===== src/rtl/display_pkg.sv =====
// Shared constants, FSM state encoding and the 16-entry glyph table
// for the multi-digit seven-segment display driver.
package display_pkg;

  localparam logic [6:0] SEG_BLANK = 7'h7F;
  localparam logic [6:0] SEG_DASH  = 7'h3F;

  typedef enum logic [1:0] {
    S_LATCH,
    S_DIVIDE,
    S_STORE,
    S_COMMIT
  } state_e;

  // Active-low segments, bit0 = a .. bit6 = g.
  function automatic logic [6:0] glyph(input logic [3:0] d);
    logic [6:0] seg;
    case (d)
      4'h0: seg = 7'h40;
      4'h1: seg = 7'h79;
      4'h2: seg = 7'h24;
      4'h3: seg = 7'h30;
      4'h4: seg = 7'h19;
      4'h5: seg = 7'h12;
      4'h6: seg = 7'h02;
      4'h7: seg = 7'h78;
      4'h8: seg = 7'h00;
      4'h9: seg = 7'h10;
      4'hA: seg = 7'h08;
      4'hB: seg = 7'h03;
      4'hC: seg = 7'h46;
      4'hD: seg = 7'h21;
      4'hE: seg = 7'h06;
      default: seg = 7'h0E;
    endcase
    return seg;
  endfunction

endpackage


===== src/rtl/multidigit_display_if.sv =====
// Value/mode inputs and segment/status outputs of the display driver.
interface multidigit_display_if #(
  parameter int NUM_DIGITS = 4,
  parameter int WIDTH      = 32
);
  logic [WIDTH-1:0]        number_to_show;
  logic                    hex_mode;
  logic                    signed_mode;
  logic                    blank_leading;
  logic [7*NUM_DIGITS-1:0] HEX;
  logic                    busy;
  logic                    update_done;
  logic                    overflow;

  modport master (
    output number_to_show, hex_mode, signed_mode, blank_leading,
    input  HEX, busy, update_done, overflow
  );

  modport slave (
    input  number_to_show, hex_mode, signed_mode, blank_leading,
    output HEX, busy, update_done, overflow
  );
endinterface


===== src/rtl/div10_serial.sv =====
// Restoring shift-subtract divide-by-ten: one quotient bit per cycle,
// results valid in the cycle after done_o.
module div10_serial #(
  parameter int WIDTH = 32
) (
  input  logic             clk,
  input  logic             rst,
  input  logic             start_i,
  input  logic [WIDTH-1:0] dividend_i,
  output logic             done_o,
  output logic [WIDTH-1:0] quotient_o,
  output logic [3:0]       remainder_o
);
  localparam int CW = $clog2(WIDTH);

  logic             active_q;
  logic [CW-1:0]    cnt_q;
  logic [WIDTH-1:0] quo_q;
  logic [3:0]       rem_q;
  logic [4:0]       trial;
  logic             fits;
  logic [3:0]       rem_d;

  always_comb begin
    trial = {rem_q, quo_q[WIDTH-1]};
    fits  = (trial >= 5'd10);
    rem_d = fits ? 4'(trial - 5'd10) : trial[3:0];
  end

  assign done_o      = active_q && (cnt_q == CW'(WIDTH - 1));
  assign quotient_o  = quo_q;
  assign remainder_o = rem_q;

  // NOTE: sequential state uses non-blocking assignments so every register
  // samples the pre-edge values regardless of statement order.
  always_ff @(posedge clk) begin
    if (rst) begin
      active_q <= 1'b0;
      cnt_q    <= '0;
    end else if (start_i) begin
      active_q <= 1'b1;
      cnt_q    <= '0;
    end else if (active_q) begin
      cnt_q <= cnt_q + 1'b1;
      if (done_o) active_q <= 1'b0;
    end
  end

  // NOTE: the datapath is deliberately not reset; start_i reloads it
  // before any result is consumed.
  always_ff @(posedge clk) begin
    if (start_i) begin
      quo_q <= dividend_i;
      rem_q <= '0;
    end else if (active_q) begin
      quo_q <= {quo_q[WIDTH-2:0], fits};
      rem_q <= rem_d;
    end
  end
endmodule


===== src/rtl/multidigit_display.sv =====
// Continuously converts a WIDTH-bit value into NUM_DIGITS seven-segment
// digits (decimal or hex), committing each complete frame atomically.
module multidigit_display
  import display_pkg::*;
#(
  parameter int NUM_DIGITS = 4,
  parameter int WIDTH      = 32
) (
  input  logic                CLOCK_50,
  input  logic                RST,
  multidigit_display_if.slave bus
);
  localparam int KW = (NUM_DIGITS > 1) ? $clog2(NUM_DIGITS) : 1;

  state_e                        state_q, state_d;
  logic [KW-1:0]                 digit_q;
  logic [WIDTH-1:0]              work_q;
  logic                          neg_q, hex_q, blank_q;
  logic [NUM_DIGITS-1:0][3:0]    buf_q;
  logic [7*NUM_DIGITS-1:0]       hex_out_q, seg_d;
  logic                          busy_q, done_q, ovf_q, ovf_d;

  logic                          in_neg;
  logic [WIDTH-1:0]              in_mag;
  logic                          div_start, div_done;
  logic [WIDTH-1:0]              div_dividend, div_quo;
  logic [3:0]                    div_rem;
  int                            msd;

  assign in_neg = bus.signed_mode && !bus.hex_mode && bus.number_to_show[WIDTH-1];
  assign in_mag = in_neg ? -bus.number_to_show : bus.number_to_show;
  assign div_dividend = (state_q == S_LATCH) ? in_mag : div_quo;

  div10_serial #(.WIDTH(WIDTH)) u_div (
    .clk        (CLOCK_50),
    .rst        (RST),
    .start_i    (div_start),
    .dividend_i (div_dividend),
    .done_o     (div_done),
    .quotient_o (div_quo),
    .remainder_o(div_rem)
  );

  // NOTE: every output of this block gets a default first, so no path
  // leaves a signal unassigned and no latch is inferred.
  always_comb begin
    state_d   = state_q;
    div_start = 1'b0;
    case (state_q)
      S_LATCH: begin
        if (bus.hex_mode) begin
          state_d = S_STORE;
        end else begin
          state_d   = S_DIVIDE;
          div_start = 1'b1;
        end
      end
      S_DIVIDE: if (div_done) state_d = S_STORE;
      S_STORE: begin
        if (digit_q == KW'(NUM_DIGITS - 1)) begin
          state_d = S_COMMIT;
        end else if (!hex_q) begin
          state_d   = S_DIVIDE;
          div_start = 1'b1;
        end
      end
      S_COMMIT: state_d = S_LATCH;
      default:  state_d = S_LATCH;
    endcase
  end

  // Frame composition from the finished digit buffer.
  always_comb begin
    msd = 0;
    for (int i = 0; i < NUM_DIGITS; i++)
      if (buf_q[i] != 4'd0) msd = i;
    ovf_d = (work_q != '0) || (neg_q && buf_q[NUM_DIGITS-1] != 4'd0);
    seg_d = '1;
    for (int i = 0; i < NUM_DIGITS; i++) begin
      if (ovf_d)
        seg_d[7*i +: 7] = SEG_DASH;
      else if (blank_q && i > msd)
        seg_d[7*i +: 7] = (neg_q && i == msd + 1) ? SEG_DASH : SEG_BLANK;
      else if (!blank_q && neg_q && i == NUM_DIGITS - 1)
        seg_d[7*i +: 7] = SEG_DASH;
      else
        seg_d[7*i +: 7] = glyph(buf_q[i]);
    end
  end

  always_ff @(posedge CLOCK_50) begin
    if (RST) begin
      state_q   <= S_LATCH;
      hex_out_q <= '1;
      busy_q    <= 1'b0;
      done_q    <= 1'b0;
      ovf_q     <= 1'b0;
    end else begin
      state_q <= state_d;
      busy_q  <= 1'b1;
      done_q  <= (state_q == S_COMMIT);
      if (state_q == S_COMMIT) begin
        hex_out_q <= seg_d;
        ovf_q     <= ovf_d;
      end
    end
  end

  always_ff @(posedge CLOCK_50) begin
    case (state_q)
      S_LATCH: begin
        work_q  <= in_mag;
        neg_q   <= in_neg;
        hex_q   <= bus.hex_mode;
        blank_q <= bus.blank_leading;
        digit_q <= '0;
      end
      S_STORE: begin
        buf_q[digit_q] <= hex_q ? work_q[3:0] : div_rem;
        work_q         <= hex_q ? (work_q >> 4) : div_quo;
        digit_q        <= digit_q + 1'b1;
      end
      default: ;
    endcase
  end

  assign bus.HEX         = hex_out_q;
  assign bus.busy        = busy_q;
  assign bus.update_done = done_q;
  assign bus.overflow    = ovf_q;
endmodule


===== src/flat_wrapper.sv =====
// flat-port wrapper written by rule: the top's interface ports become plain ports
module multidigit_display_flat import display_pkg::*;
#(
  parameter int NUM_DIGITS = 4,
  parameter int WIDTH      = 32
)
  (CLOCK_50, RST, bus_number_to_show, bus_hex_mode, bus_signed_mode, bus_blank_leading, bus_HEX, bus_busy, bus_update_done, bus_overflow);
  multidigit_display_if #(.NUM_DIGITS(NUM_DIGITS), .WIDTH(WIDTH)) bus_i ();
  input  logic CLOCK_50;
  input  logic RST;
  input wire logic [$bits(bus_i.number_to_show)-1:0] bus_number_to_show;
  input wire logic [$bits(bus_i.hex_mode)-1:0] bus_hex_mode;
  input wire logic [$bits(bus_i.signed_mode)-1:0] bus_signed_mode;
  input wire logic [$bits(bus_i.blank_leading)-1:0] bus_blank_leading;
  output wire logic [$bits(bus_i.HEX)-1:0] bus_HEX;
  output wire logic [$bits(bus_i.busy)-1:0] bus_busy;
  output wire logic [$bits(bus_i.update_done)-1:0] bus_update_done;
  output wire logic [$bits(bus_i.overflow)-1:0] bus_overflow;
  assign bus_i.number_to_show = bus_number_to_show;
  assign bus_i.hex_mode = bus_hex_mode;
  assign bus_i.signed_mode = bus_signed_mode;
  assign bus_i.blank_leading = bus_blank_leading;
  assign bus_HEX = bus_i.HEX;
  assign bus_busy = bus_i.busy;
  assign bus_update_done = bus_i.update_done;
  assign bus_overflow = bus_i.overflow;
  multidigit_display #(.NUM_DIGITS(NUM_DIGITS), .WIDTH(WIDTH)) u_core (.CLOCK_50(CLOCK_50), .RST(RST), .bus(bus_i));
endmodule

===== config.mk =====
export PLATFORM = sky130hd
export DESIGN_NAME = multidigit_display_flat
export DESIGN_NICKNAME = d
export VERILOG_FILES = /design/src/rtl/display_pkg.sv /design/src/rtl/multidigit_display_if.sv /design/src/rtl/div10_serial.sv /design/src/rtl/multidigit_display.sv /design/src/flat_wrapper.sv
export SDC_FILE = /design/constraint.sdc
export NUM_CORES = 1
export LEC_CHECK = 0
export CORE_UTILIZATION = 60
export CTS_BUF_LIST = sky130_fd_sc_hd__clkbuf_4 sky130_fd_sc_hd__clkbuf_8
export CTS_CLUSTER_SIZE = 24
export DETAILED_ROUTE_END_ITERATION = 7
export GPL_TIMING_DRIVEN = 0
export MAX_ROUTING_LAYER = met4
export PLACE_DENSITY = 0.82
export SYNTH_ARGS = -nofsm -noshare
export SYNTH_HDL_FRONTEND = slang
export SYNTH_SLANG_ARGS = --single-unit

===== constraint.sdc =====
create_clock -name CLOCK_50 -period 6 [get_ports CLOCK_50]
set_input_delay 0.9 -clock CLOCK_50 [delete_from_list [all_inputs] [get_ports CLOCK_50]]
set_output_delay 0.9 -clock CLOCK_50 [all_outputs]
set_load 0.1 [all_outputs]

* Word-level counts from Yosys, hierarchy flattened *
Memories as Yosys holds them, arrays and structs flattened. A register that Yosys moved wholly into a read port is not among the register bits.
Cells that the tools add are included.

word-level totals
  input bits = 37
  register bits after elaboration = 128
  bits in read-only memories = 448
  memories kept = 4
  logic and storage cells = 118

memory list
  memory            depth  bits a word  read ports  clocked after memory_dff  write ports  RTL line           text
  (name not given)  16     7            1           1                         0            display_pkg.sv:18  case (d)
  (name not given)  16     7            1           1                         0            display_pkg.sv:18
  (name not given)  16     7            1           1                         0            display_pkg.sv:18
  (name not given)  16     7            1           1                         0            display_pkg.sv:18

operators by class
  muxes and demuxes = 45
  $add $sub $neg = 5
  $lt $le $gt $ge = 7
  reduce and logical (&&, ||, !) cells = 28
  equal/unequal tests = 11

operator list
  cell                                                               count
  2-to-1 mux 32 bit                                                  5
  2-to-1 mux 7 bit                                                   13
  equality test 3 x 32 -> 1 bit, first input constant                2
  case mux 32 bit (2 select lines)                                   1
  equality test 2 x 32 -> 1 bit, first input constant                1
  zero test 32 bit                                                   1
  negator 32 bit                                                     1
  nonzero test 32 bit                                                1
  2-to-1 mux 4 bit                                                   7
  bitwise mux 16 bit                                                 1
  logical AND 1 bit                                                  14
  2-to-1 mux 2 bit                                                   6
  nonzero test 4 bit                                                 3
  demux 4 bit (select 2 bit)                                         1
  2-to-1 mux 1 bit                                                   8
  case mux 2 bit (4 select lines)                                    1
  equality test 2 bit, second input constant                         3
  adder 5 x 1 -> 5 bit, second input constant                        1
  equality test 5 bit, second input constant                         1
  greater-or-equal comparator 5 x 4 -> 1 bit, second input constant  1
  greater-than comparator 1 x 2 -> 1 bit, first input constant       2
  greater-than comparator 2 bit, first input constant                2
  case mux 2 bit (2 select lines)                                    1
  AND reduction 2 bit                                                2
  15 further kinds                                                   17

* Depth between registers and ports, before layout *
Gate-level depths: netlist of run 1.

  depth after elaboration = 10
  depth in mapped cells = 11

* Hierarchy *
A second synthesis of run 1 with hierarchy kept.

unflattened totals
  cells, all modules = 828
  area total of the unflattened synthesis = 8,388.0 um2

modules (own cells, without submodules)
  module              times used  sequential area each (um2)  cells each  area an instance (um2)
  multidigit_display  1           2,812.7                     703         6,528.8
  div10_serial        1           1,161.1                     125         1,859.3

* Least setup slack after synthesis of run 1 *
OpenSTA, ideal clock, no wires.

  path type = register -> register
  start = register u_core.state_q[0]
  end = register u_core.u_div.quo_q[0], in the netlist u_core.u_div.quotient_o[0] (enable)
  period minus slack after synthesis = 4.219 ns
  cell stages (with the launch flop) = 9
  required time = 5.568 ns
  path slack = 1.781 ns
  data arrival time = 3.787 ns
  buffers on the path = 2
  cell sequence = dfxtp_1 clkbuf_1 inv_1 nand2_1 clkinv_1 a21o_1 clkbuf_1 nor2_1 a21oi_1

between the ends
  cells in the longest elaborated chain, start to end = 4
  elaborated cells on any way between the ends = 6
  classes of those cells = eq/ne: 2; mux: 1; reduce/logical: 3

RTL lines
  item                                                                          RTL line                                            text
  from (decl)                                                                   multidigit_display.sv:15                            state_e state_q, state_d;
  from (signal assigned)                                                        multidigit_display.sv:99                            state_q <= state_d;
  equality test 2 bit / zero test 2 bit (equally long branches)                 multidigit_display.sv:49, multidigit_display.sv:32
  case mux 1 bit (2 select lines)                                               multidigit_display.sv:49                            case (state_q)
  inequality test 2 bit (no line) / nonzero test 2 bit (equally long branches)  n/a
  AND reduction 2 bit (no line) *                                               n/a
  to (signal assigned)                                                          div10_serial.sv:53                                  quo_q <= dividend_i;
  to (signal assigned)                                                          div10_serial.sv:56                                  quo_q <= {quo_q[WIDTH-2:0], fits};
  to (decl)                                                                     div10_serial.sv:18                                  logic [WIDTH-1:0] quo_q;

Mark *: on every way between the ends. The rest lies on a longest branch, timed or not.
A chain may end at the register's enable or synchronous reset.

* Final worst setup path of run 1 *
  start = register u_core.state_q[0]
  end = register u_core.u_div.quo_q[17], in the netlist u_core.u_div.quotient_o[17] (data pin)

between the ends
  cells in the longest elaborated chain, start to end = 3
  elaborated cells on any way between the ends = 4
  classes of those cells = eq/ne: 1; mux: 2; reduce/logical: 1

RTL lines
  item                                                           RTL line                  text
  equality test 2 bit / zero test 2 bit (equally long branches)  multidigit_display.sv:49
  case mux 1 bit (2 select lines) *                              multidigit_display.sv:49
  2-to-1 mux 32 bit *                                            div10_serial.sv:52        if (start_i) begin

Marked as above.

==> run summary, run 1 <==
The initial antenna violation count is 0. Entering global routing, the biggest net connects 38 pins. The reg-to-reg setup timing slack came out at around 2.2 ns. The via count is 6,620. The post-detailed-route via-to-cell ratio is 6.24. The total of buffers placed on input and output ports is 66.

The clock sink total is about 160. The top-level port count is 68. The slowest stage of the critical path belongs to the cell sky130_fd_sc_hd__a21oi_1. The cell area after synthesis came out at 7930 sq um. The post-detailed-route wirelength per cell is 18.1 um. The leading cell type in the layout, fill and taps excluded is sky130_fd_sc_hd__edfxtp_1. The global route total overflow came out at 0. The upper clock frequency limit is 262 MHz.

The detailed-placement wirelength estimate is 13.7 mm. The max-slew violation total from the final report is 0. The CTS root buffer is sky130_fd_sc_hd__clkbuf_8. After routing, the total negative slack on setup checks comes to 0 ns. In this run the worst hold path is classified as flop to flop.

Counting both buffers and inverters, the worst setup path holds a total of 4. The via count of the first global-routing pass is around 6,200. The x dimension of the die is 117 um.

The count of cells resized by post-cts repair came out at 0. The number of hold violations in the final report came out at 0. The tightest hold margin is 0.437 ns. The remaining number of nets flagged by the antenna check after routing is 0.

The setup violation total in the final timing report is 0. The endpoint identified for the worst register-to-register timing path is u_core.u_div.quotient_o[17]$_DFFE_PP_. Setup repair after global routing left no endpoint under its margin. Along the worst hold path, the cell count comes to 1. The DRC violation count after routing is 0. For the worst setup path, the data required time is 6.19 ns. The final clock period utilization by the worst path is 63.6%.

The initial DRC count is 812. The run finished with clean final reports. The origin of the critical flop-to-flop path is u_core.state_q[0]$_SDFFE_PP0P_. The sequential cells in the finished layout cover a total of 3970 sq um. The die outline height came out at 117 um. The critical path class is flop to flop. Clock-pin slew was measured on the worst setup and hold paths at 0.09 ns. The number of antenna cells inserted is 0. The number of different library cells used by synthesis comes to between 40 and 50. The number of setup buffers added after CTS came out at 0.

In this run the tightest slew margin relative to its limit is between 30% and 40%. The effective utilization at floorplan came out at 62.1%. The peak per-stage delay on the critical path is about 0.95 ns. The clock tree synthesis step divided the H-tree into 4 levels. The transition time at the pin with the least slew margin came out at around 0.98 ns. The cell area power density is 291 nW/um^2. The first-pass GRT wire length is 30.7 mm. The TritonCTS clock tree is done. Routability-driven placement finished with a final weighted congestion of 0.879. Yosys mapped a number of flops with a built-in enable equal to 85. After technology mapping, the gate count stands at 789. The category of cells accounting for the largest share of critical-path delay is buffers and inverters. The minimum period implied by the final worst setup slack came out at 3.82 ns. The sequential cell area fraction in the yosys report is 50.1%.

In this run the deepest clock path goes through 2 buffers. The count of hold buffers inserted by post-cts repair came out at 0. The final-stage net count came out at 945. In the synthesized netlist the dominant register cell turns out to be sky130_fd_sc_hd__edfxtp_1. The count of cells along the worst register-to-register path is 7. The filler cell count in the final layout came out at 870. The clock buffer count from CTS came out at 17.

The number of storage elements in the synthesis netlist is ~160. The total area inside the core boundary comes to 12,800 sq um. The async set-reset flop share out of synthesis is 0%.

The library cells used most frequently in the layout, excluding fill and tap cells, are sky130_fd_sc_hd__edfxtp_1, sky130_fd_sc_hd__a21oi_1, sky130_fd_sc_hd__dfxtp_1, sky130_fd_sc_hd__nor2_1, sky130_fd_sc_hd__clkdlybuf4s50_1. The synthesized net count is about 860. The path with the worst hold slack has its endpoint at u_core.bus.HEX[17]$_SDFFE_PP1P_.

The footprint of the multi-input gates came out at 3710 sq um. In the global route stage, overall resource usage came out at 30.3%. In this run the worst path has a maximum fanout of 23. The yosys synthesis warning count came out at 0.

The fraction of final layout cells sized beyond drive strength 1 is ~6.0%. The area enclosed by the die boundary is 13,700 sq um. The pre-antenna-repair detailed-routing pass consisted of 5 iterations. At the worst endpoint, the arrival time is roughly 4.0 ns. The post-synthesis to final-layout area growth came out at 16.9%. Max-cap violations in this run came to 0. The clock latency on the worst-skew pair is 0.46 ns. After detailed routing, the total wire length is 19.2 mm. The standard-cell row count came out at 41. The worst setup path is launched from a flop. The maximum ir drop on the vdd rail is 0.165 mV. The critical path goes through clkbuf_1 -> clkinv_1 -> nand2_1 -> clkinv_1 -> a21oi_1 -> clkbuf_1 -> o21ai_0.

The leakage power came out at 3.42 nW. The worst setup skew after layout is ~0.011 ns. The worst setup path is captured at a flop.

The mean post-synth cell area came out at 10.1 sq um.
synthesized netlist by cell type, drive strengths merged (13+ instances only):
master,count,area [sq um]
a211oi,33,253
a21oi,84,420
a31oi,13,81.3
clkbuf,30,113
dfxtp,71,1420
edfxtp,85,2550
ha,32,400
inv,23,86.3
mux2i,30,300
nand2,51,191
nor2,67,251
nor2b,28,175
nor3,31,155
nor4,15,109
o21ai,46,230
o22a,18,158
xnor2,22,193
per-stage QoR:
step | instances | cell area (sq um) | util (%) | setup WS (ns) | power, W
global placement | 1027 | 8810 | 68.9 | 0.268 | 0.00185
finish | 1061 | 9270 | 72.6 | 2.18 | 0.00270
detailed placement | 1028 | 8840 | 69.2 | 1.83 | 0.00188
global route | 1061 | 9270 | 72.6 | 1.91 | 0.00281
CTS | 1060 | 9250 | 72.4 | 1.82 | 0.00268
floorplan | 789 | 7930 | - | 1.78 | 0.00170
power by group:
| group | switching (W) | total (W) | internal [W] |
|---|---|---|---|
| clock | 0.000391 | 0.000818 | 0.000428 |
| combinational | 0.000320 | 0.000507 | 0.000187 |
| sequential | 0.0000788 | 0.00137 | 0.00130 |
| total | 0.000790 | 0.00270 | 0.00191 |
final cells by class:
| cell class | count | area share [%] |
|---|---|---|
| Sequential cell | 156 | 42.8 |
| Buffer | 42 | 1.78 |
| Tap cell | 172 | 2.32 |
| Multi-Input combinational cell | 567 | 40.0 |
| Clock buffer | 19 | 2.82 |
| Inverter | 24 | 0.971 |
| Timing Repair Buffer | 68 | 7.64 |
| Clock inverter | 13 | 1.59 |
cell families (layout without fill, tap and decap cells):
family | count (synthesis) | after routing | synth area share [%]
AOI/OAI and AO/OA | 234 | 234 | 18.7
and+or+nand+nor | 228 | 228 | 14.1
DFF | 156 | 156 | 50.1
buffers and inverters | 66 | 166 | 3.22
muxes | 40 | 40 | 5.21
xor gates and xnor gates | 33 | 33 | 3.64
adders and majority gates | 32 | 32 | 5.05
how the worst max path moves through the flow:
stage / to / from / slack (ns) / cells past startpoint
6_report: u_core.u_div.quotient_o[17]$_DFFE_PP_ / u_core.state_q[0]$_SDFFE_PP0P_ / 2.18 / 7
5_1_grt: u_core.u_div.quotient_o[27]$_DFFE_PP_ / u_core.state_q[0]$_SDFFE_PP0P_ / 1.91 / 7
4_1_cts: u_core.u_div.quotient_o[27]$_DFFE_PP_ / u_core.state_q[0]$_SDFFE_PP0P_ / 1.82 / 7
3_5_place_dp: u_core.u_div.quotient_o[27]$_DFFE_PP_ / u_core.state_q[0]$_SDFFE_PP0P_ / 1.83 / 7
3_3_place_gp: u_core.u_div.quotient_o[11]$_DFFE_PP_ / u_core.state_q[0]$_SDFFE_PP0P_ / 0.27 / 8
2_1_floorplan: u_core.u_div.quotient_o[0]$_DFFE_PP_ / u_core.state_q[0]$_SDFFE_PP0P_ / 1.78 / 8
routing by layer:
metal,track usage [%],part of all wire [%]
met5,-,0
met4,11.6,2.2
met3,5.41,7.2
met2,48.7,49
met1,38.4,42
(Power assumes the default switching activity.)
==> inputs of run 2 (changes only) <==
==> constraint.sdc (replaced) <==
create_clock -name CLOCK_50 -period 3.8 [get_ports CLOCK_50]
set_input_delay 0.57 -clock CLOCK_50 [delete_from_list [all_inputs] [get_ports CLOCK_50]]
set_output_delay 0.57 -clock CLOCK_50 [all_outputs]
set_load 0.1 [all_outputs]
==> run 2 against run 1 <==
- register-to-register slack lost 1.9 ns
- sequential share of layout area is essentially flat
- wire length grew 1.6%
- design area is essentially flat
- critical endpoint is now u_core.u_div.quotient_o[27]$_DFFE_PP_
- largest cell class unchanged
==> run summary, run 2 (synthesized netlist as in run 1, its figures left out) <==
The run finished with clean final reports. The global placer's final weighted congestion came to 0.883 (+0.42%). The top-level port count came out at 68 (unchanged). The summed negative setup slack over all endpoints is 0 ns (unchanged).

The detailed-router iteration count before antenna repair was 5 (unchanged). The effective utilization at floorplan is 62.1% (unchanged). The worst setup skew after layout came to 0.0124 ns (+0.00112 ns). In this run the worst hold path is classified as flop to flop. The max-slew violation total from the final report is 0 (unchanged).

The signal arrival time at the worst endpoint is 3.70 ns (-0.31 ns). The cell repeated most along the worst path is sky130_fd_sc_hd__clkbuf_1. The number of setup buffers added after CTS came to 0 (unchanged). The post-synthesis to final-layout area growth is 17.0% (about the same).

The total global routing track utilization came out at 30.6% (+0.24 points). The peak per-stage delay on the critical path came out at 0.60 ns (-0.35 ns). The post-detailed-route wirelength per cell is 18.4 um (+1.7%). The fraction of final layout cells sized beyond drive strength 1 was 6.42% (+0.46 points). The finished layout cell area was 9280 sq um (about the same). The via count is 6,612 (-0.12%).

The top cell types in the final layout, fill and taps aside, are sky130_fd_sc_hd__edfxtp_1, sky130_fd_sc_hd__a21oi_1, sky130_fd_sc_hd__dfxtp_1, sky130_fd_sc_hd__nor2_1, sky130_fd_sc_hd__clkdlybuf4s50_1. The post-detailed-route via-to-cell ratio is 6.24 (about the same). The clock sink total is 156 (unchanged).

The area of the core region came to 12,800 sq um (unchanged). The pre-CTS setup slack came out at -0.407 ns (-2.24 ns). The biggest fanout along the worst timing path was 23 (unchanged). The category of cells accounting for the largest share of critical-path delay is buffers and inverters.

The filler cell count in the final layout is 897 (+3.1%). The buffering stage count on the worst path with inverters included came out at 4 (unchanged). The number of antenna cells inserted came out at 0 (unchanged). The via count of the first global-routing pass is 6,168 (-0.48%). The critical path goes through clkbuf_1 -> clkinvlp_4 -> nand2_1 -> clkinv_2 -> a21oi_2 -> clkbuf_1 -> o21ai_0. The worst path setup slack after routing is 0.288 ns (-1.89 ns). The total of buffers placed on input and output ports is 66 (unchanged). The cell area power density is 463 nW/um^2 (+59%). The global route total overflow came out at 0 (unchanged).

The first-pass GRT wire length came out at 30.8 mm (+0.43%). The final core area utilization was 72.7% (about the same). The clock latency on the worst-skew pair is 0.45 ns (about the same). The final clock period utilization by the worst path came out at 92.4% (+29 points). The die outline height came out at 117 um (unchanged). The critical path capture point type is a flop. The tightest hold margin came out at 0.433 ns (-0.00432 ns). The clock buffer count from CTS came out at 17 (unchanged). The library cell used most frequently in the layout, excluding fill and tap cells, is sky130_fd_sc_hd__edfxtp_1.

The minimum period implied by the final worst setup slack is 3.51 ns (-0.306 ns). The final wirelength came out at 19.6 mm (+1.6%). The CTS clock-pin slew for the worst setup and hold paths came out at 0.08 ns (about the same). The detailed-placement wirelength estimate came out at 13.9 mm (+0.93%). The cell area after placement is 8840 sq um (unchanged). The standard-cell row count came out at 41 (unchanged). The initial DRC count came out at 712 (-12%). The DRC violation count after routing is 0 (unchanged). The maximum count of clock buffers along a single path came out at 2 (unchanged).

CTS placed an instance of sky130_fd_sc_hd__clkbuf_8 at the clock tree root. The area enclosed by the die boundary is 13,700 sq um (unchanged). The number of hold violations in the final report is 0 (unchanged). The remaining number of nets flagged by the antenna check after routing came to 0 (unchanged). The level count of the clock H-tree was 4 (unchanged). TritonCTS built the clock tree.

The required arrival time at the worst endpoint is 3.99 ns (-2.20 ns). Setup repair after global routing left no endpoint under its margin. The final-stage net count came out at 945 (unchanged). The largest net degree at the start of global routing came out at 24 (-37%). The total of max-cap violations is 0 (unchanged). STA classifies the critical path startpoint as a flop.

The count of hold buffers inserted by post-cts repair was 0 (unchanged). The x dimension of the die is 117 um (unchanged). The transition time at the pin with the least slew margin came out at 0.988 ns (+0.0103 ns). The initial antenna violation count is 0 (unchanged). The maximum ir drop on the vdd rail is 0.276 mV (+68%).

The setup violation total in the final timing report is 0 (unchanged). The largest individual stage delay along the critical path comes from the cell sky130_fd_sc_hd__clkinvlp_4. The leakage power is 3.42 nW (+0.20%). The tightest slew margin relative to the limit is 33.9% (+0.97 points). The upper clock frequency limit came to 285 MHz (+8.7%).

The critical path in this run is classified as flop to flop.
-- run 2: metrics by stage --
| step | total power, W | cells |
|---|---|---|
| 2_1_floorplan | 0.00269 | 789 |
| 3_3_place_gp | 0.00292 | 1027 |
| 3_5_place_dp | 0.00297 | 1028 |
| 4_1_cts | 0.00427 | 1060 |
| 5_1_grt | 0.00447 | 1060 |
| 6_report | 0.00429 | 1060 |
-- run 2: area by class of cell --
cell class	instances	area [sq um]	area share, %
Multi-Input combinational cell	567	3720	40.0
Inverter	24	95.1	1.02
Buffer	42	165	1.78
Sequential cell	156	3970	42.8
Timing Repair Buffer	67	688	7.41
Tap cell	172	215	2.32
Timing Repair inverter	1	5.00	0.0539
Clock inverter	7	111	1.20
Clock buffer	24	312	3.36
-- run 2: worst reg2reg max path, cell delays in order (launching register included) --
cell and delay [ns]:
sky130_fd_sc_hd__dfxtp_1 0.31, sky130_fd_sc_hd__clkbuf_1 0.47, sky130_fd_sc_hd__clkinvlp_4 0.60, sky130_fd_sc_hd__nand2_1 0.27, sky130_fd_sc_hd__clkinv_2 0.38, sky130_fd_sc_hd__a21oi_2 0.57
sky130_fd_sc_hd__clkbuf_1 0.50, sky130_fd_sc_hd__o21ai_0 0.14
-- run 2: final timing paths --
path	startpoint	endpoint	slack [ns]	depth (start not counted)
setup / recovery	u_core.state_q[0]$_SDFFE_PP0P_	u_core.u_div.quotient_o[27]$_DFFE_PP_	0.29	7
hold / removal	flop	u_core.bus.HEX[6]$_SDFFE_PP1P_	0.43	2
setup reg to reg	u_core.state_q[0]$_SDFFE_PP0P_	u_core.u_div.quotient_o[27]$_DFFE_PP_	0.29	7
hold reg to reg	flop	u_core.bus.HEX[6]$_SDFFE_PP1P_	0.43	2
-- run 2: layer usage --
metal,wire (um),track usage (%),vias up
met5,0,-,-
met3,1530,6.28,48
met2,9440,48.7,354
li1,-,-,3083
met4,450,11.3,0
met1,8130,38.6,3127
-- run 2: where the power goes --
group	leakage (nW)	internal [W]	switching [W]
Clock	0.223	0.000736	0.000587
Combinational	1.78	0.000292	0.000508
Sequential	1.42	0.00205	0.000123
Total	3.42	0.00307	0.00122
-- run 2: what timing repair did --
action | in CTS | in global routing
gates resized for setup | 3 | 0
setup endpoints to repair | 64 | 0
hold endpoints to repair | 0 | 0
==> inputs of run 3 (changes only) <==
--- a/config.mk
+++ b/config.mk
@@ -5,13 +5,13 @@
 export SDC_FILE = /design/constraint.sdc
 export NUM_CORES = 1
 export LEC_CHECK = 0
-export CORE_UTILIZATION = 60
+export CORE_UTILIZATION = 55
 export CTS_BUF_LIST = sky130_fd_sc_hd__clkbuf_4 sky130_fd_sc_hd__clkbuf_8
 export CTS_CLUSTER_SIZE = 24
 export DETAILED_ROUTE_END_ITERATION = 7
 export GPL_TIMING_DRIVEN = 0
 export MAX_ROUTING_LAYER = met4
-export PLACE_DENSITY = 0.82
+export PLACE_DENSITY = 0.76
 export SYNTH_ARGS = -nofsm -noshare
 export SYNTH_HDL_FRONTEND = slang
 export SYNTH_SLANG_ARGS = --single-unit
==> run 3 against run 2 <==
- clock skew about the same
- worst hold slack better by 0.0063 ns
- sequential share of layout area down 0.21 points
- power up 2.2%
- combinational power about the same
- count of clock-buffer cells in the layout down 5
- wire length up 1.4%
- critical path depth unchanged
- final cell count up 0.85%
- first-iteration DRC count up 2.0%
==> run summary, run 3 (synthesized netlist as in run 1, its figures left out) <==
The run finished with clean final reports. The remaining number of nets flagged by the antenna check after routing is 0 (unchanged). The worst setup path is launched from a flop. The tightest min-delay check is of the flop to flop type. The maximum count of clock buffers along a single path is 2 (unchanged). The level count of the clock H-tree came out at 4 (unchanged). The required arrival time at the worst endpoint came out at 3.98 ns (about the same). The leakage power is 3.43 nW (+0.31%). The number of antenna cells inserted came out at 0 (unchanged). The maximum ir drop on the vdd rail was 0.373 mV (+35%). The number of hold violations in the final report is 0 (unchanged). The die outline height came out at 122 um (+4.4%). By instance count, the cell type seen most on the critical path is sky130_fd_sc_hd__clkbuf_1. The tightest hold margin is 0.439 ns (+0.00634 ns). STA classifies the critical path endpoint as a flop. The critical path in this run is classified as flop to flop. The peak per-stage delay on the critical path is 0.64 ns (+0.04 ns). The area enclosed by the die boundary is 14,900 sq um (+8.9%).

The first-pass GRT wire length came to 30.8 mm (+0.11%). The clock sink total was 156 (unchanged). The critical path goes through clkbuf_1 -> clkinvlp_4 -> nand2_1 -> clkinv_2 -> a21oi_4 -> clkbuf_1 -> o21ai_0. TritonCTS built the clock tree. The tightest slew margin relative to the limit came out at 33.8% (-0.10 points).

The via count of the first global-routing pass came to 6,197 (+0.47%). The final-stage net count is 945 (unchanged). The total global routing track utilization came to 27.9% (-2.7 points). The buffering stage count on the worst path with inverters included is 4 (unchanged). The final wirelength came out at 19.8 mm (+1.4%). The signal arrival time at the worst endpoint came out at 3.71 ns (about the same).

The fraction of final layout cells sized beyond drive strength 1 came out at 6.30% (-0.12 points). On the critical path the largest part of the delay comes from buffers and inverters. The transition time at the pin with the least slew margin came out at 0.990 ns (+0.00156 ns).

The total of buffers placed on input and output ports is 66 (unchanged). The detailed-router iteration count before antenna repair is 7 (+2). The x dimension of the die came out at 122 um (+4.4%). The largest net degree at the start of global routing is 24 (unchanged).

The top-level port count came out at 68 (unchanged). The post-detailed-route wirelength per cell is 18.5 um (+0.53%). The upper clock frequency limit came out at 284 MHz (-0.36%). The minimum period implied by the final worst setup slack came out at 3.53 ns (+0.0127 ns). The initial DRC count was 726 (+2.0%). The effective utilization at floorplan came out at 56.7% (-5.4 points). The summed negative setup slack over all endpoints is 0 ns (unchanged).

The clock buffer count from CTS was 17 (unchanged). The final clock period utilization by the worst path came out at 92.8% (+0.34 points). The area of the core region is 14,000 sq um (+9.5%).

The max-slew violation total from the final report is 0 (unchanged). The initial antenna violation count came to 0 (unchanged). The final core area utilization is 66.7% (-6.0 points). Clock tree synthesis selected as its root buffer the cell sky130_fd_sc_hd__clkbuf_8.

The via count is 6,563 (-0.74%). The finished layout cell area is 9330 sq um (+0.49%). Leaving out fill and tap cells, the most frequent cell in the layout is sky130_fd_sc_hd__edfxtp_1.

The post-detailed-route via-to-cell ratio came to 6.14 (-1.6%). The clock latency on the worst-skew pair is 0.46 ns (about the same). The global placer's final weighted congestion came out at 0.868 (-1.7%).

The worst setup skew after layout came out at 0.0124 ns (+0.0000490 ns). Setup repair after global routing left no endpoint under its margin. The CTS clock-pin slew for the worst setup and hold paths came out at 0.08 ns (about the same). The detailed-placement wirelength estimate is 13.9 mm (+0.37%). The count of hold buffers inserted by post-cts repair came out at 0 (unchanged). The setup violation total in the final timing report came out at 0 (unchanged). The biggest fanout along the worst timing path is 23 (unchanged). The DRC violation count after routing is 0 (unchanged). The post-synthesis to final-layout area growth came out at 17.6%. The cell area power density came out at 471 nW/um^2 (+1.7%). In the layout the commonest cells are sky130_fd_sc_hd__edfxtp_1, sky130_fd_sc_hd__a21oi_1, sky130_fd_sc_hd__dfxtp_1, sky130_fd_sc_hd__nor2_1, sky130_fd_sc_hd__clkdlybuf4s50_1. The cell area after placement is 8850 sq um (+0.11%). The critical path's slowest cell is sky130_fd_sc_hd__clkinvlp_4. The global route total overflow came out at 0 (unchanged). The standard-cell row count is 43 (+4.9%). The total of max-cap violations is 0 (unchanged).
==> run 3: cell types whose count changed in the layout (fill, tap and decap cells not counted), sizes merged <==
cell | before | now
bufinv | 3 | 5
clkbuf | 54 | 49
clkinv | 4 | 8
==> run 3: per-layer routing <==
metal	vias up	track usage, %	part of all wire (%)
li1	3096	-	-
met1	3118	34.5	43
met2	300	44.1	47
met3	49	6.18	7.3
met4	0	11.7	2.6
met5	-	-	0
==> run 3: what timing repair did <==
action / in CTS / in global routing
setup endpoints to repair: 65 / 0
resized for setup: 4 / 0
buffers inserted: 0 / 0
==> run 3: worst paths after layout <==
kind / from / to / slack (ns) / depth (start not counted)
max: u_core.state_q[0]$_SDFFE_PP0P_ / u_core.u_div.quotient_o[27]$_DFFE_PP_ / 0.27 / 7
max reg2reg: u_core.state_q[0]$_SDFFE_PP0P_ / u_core.u_div.quotient_o[27]$_DFFE_PP_ / 0.27 / 7
min: flop / u_core.bus.HEX[11]$_SDFFE_PP1P_ / 0.44 / 1
min reg2reg: flop / u_core.bus.HEX[11]$_SDFFE_PP1P_ / 0.44 / 1
==> run 3: through the flow <==
step	setup WS, ns	power, W	std cells
CTS	0.325	0.00438	1069
global placement	-0.868	0.00292	1035
finish	0.275	0.00439	1069
floorplan	0.275	0.00269	789
global route	0.0505	0.00456	1069
detailed placement	-0.560	0.00297	1036
==> run 3: report_power, final <==
part           switching, W  internal, W  leakage, nW  total (W)
logic              0.000508     0.000292         1.78   0.000800
registers          0.000121      0.00205         1.42    0.00217
clock network      0.000621     0.000800        0.232    0.00142
==> run 3: worst reg2reg max path: stages, from the launching register on <==
cell and delay [ns]:
sky130_fd_sc_hd__dfxtp_1 0.31, sky130_fd_sc_hd__clkbuf_1 0.48, sky130_fd_sc_hd__clkinvlp_4 0.64, sky130_fd_sc_hd__nand2_1 0.27, sky130_fd_sc_hd__clkinv_2 0.38, sky130_fd_sc_hd__a21oi_4 0.46
sky130_fd_sc_hd__clkbuf_1 0.51, sky130_fd_sc_hd__o21ai_0 0.20
==> run 3: layout make-up <==
class,count,area [sq um]
buffer,42,165
clock inverter,13,195
inverter,24,95.1
timing repair inverter,1,5.00
timing repair buffer,67,688
multi-input combinational,567,3720
fill,1088,4660
sequential,156,3970
tap,180,225
clock buffer,19,255
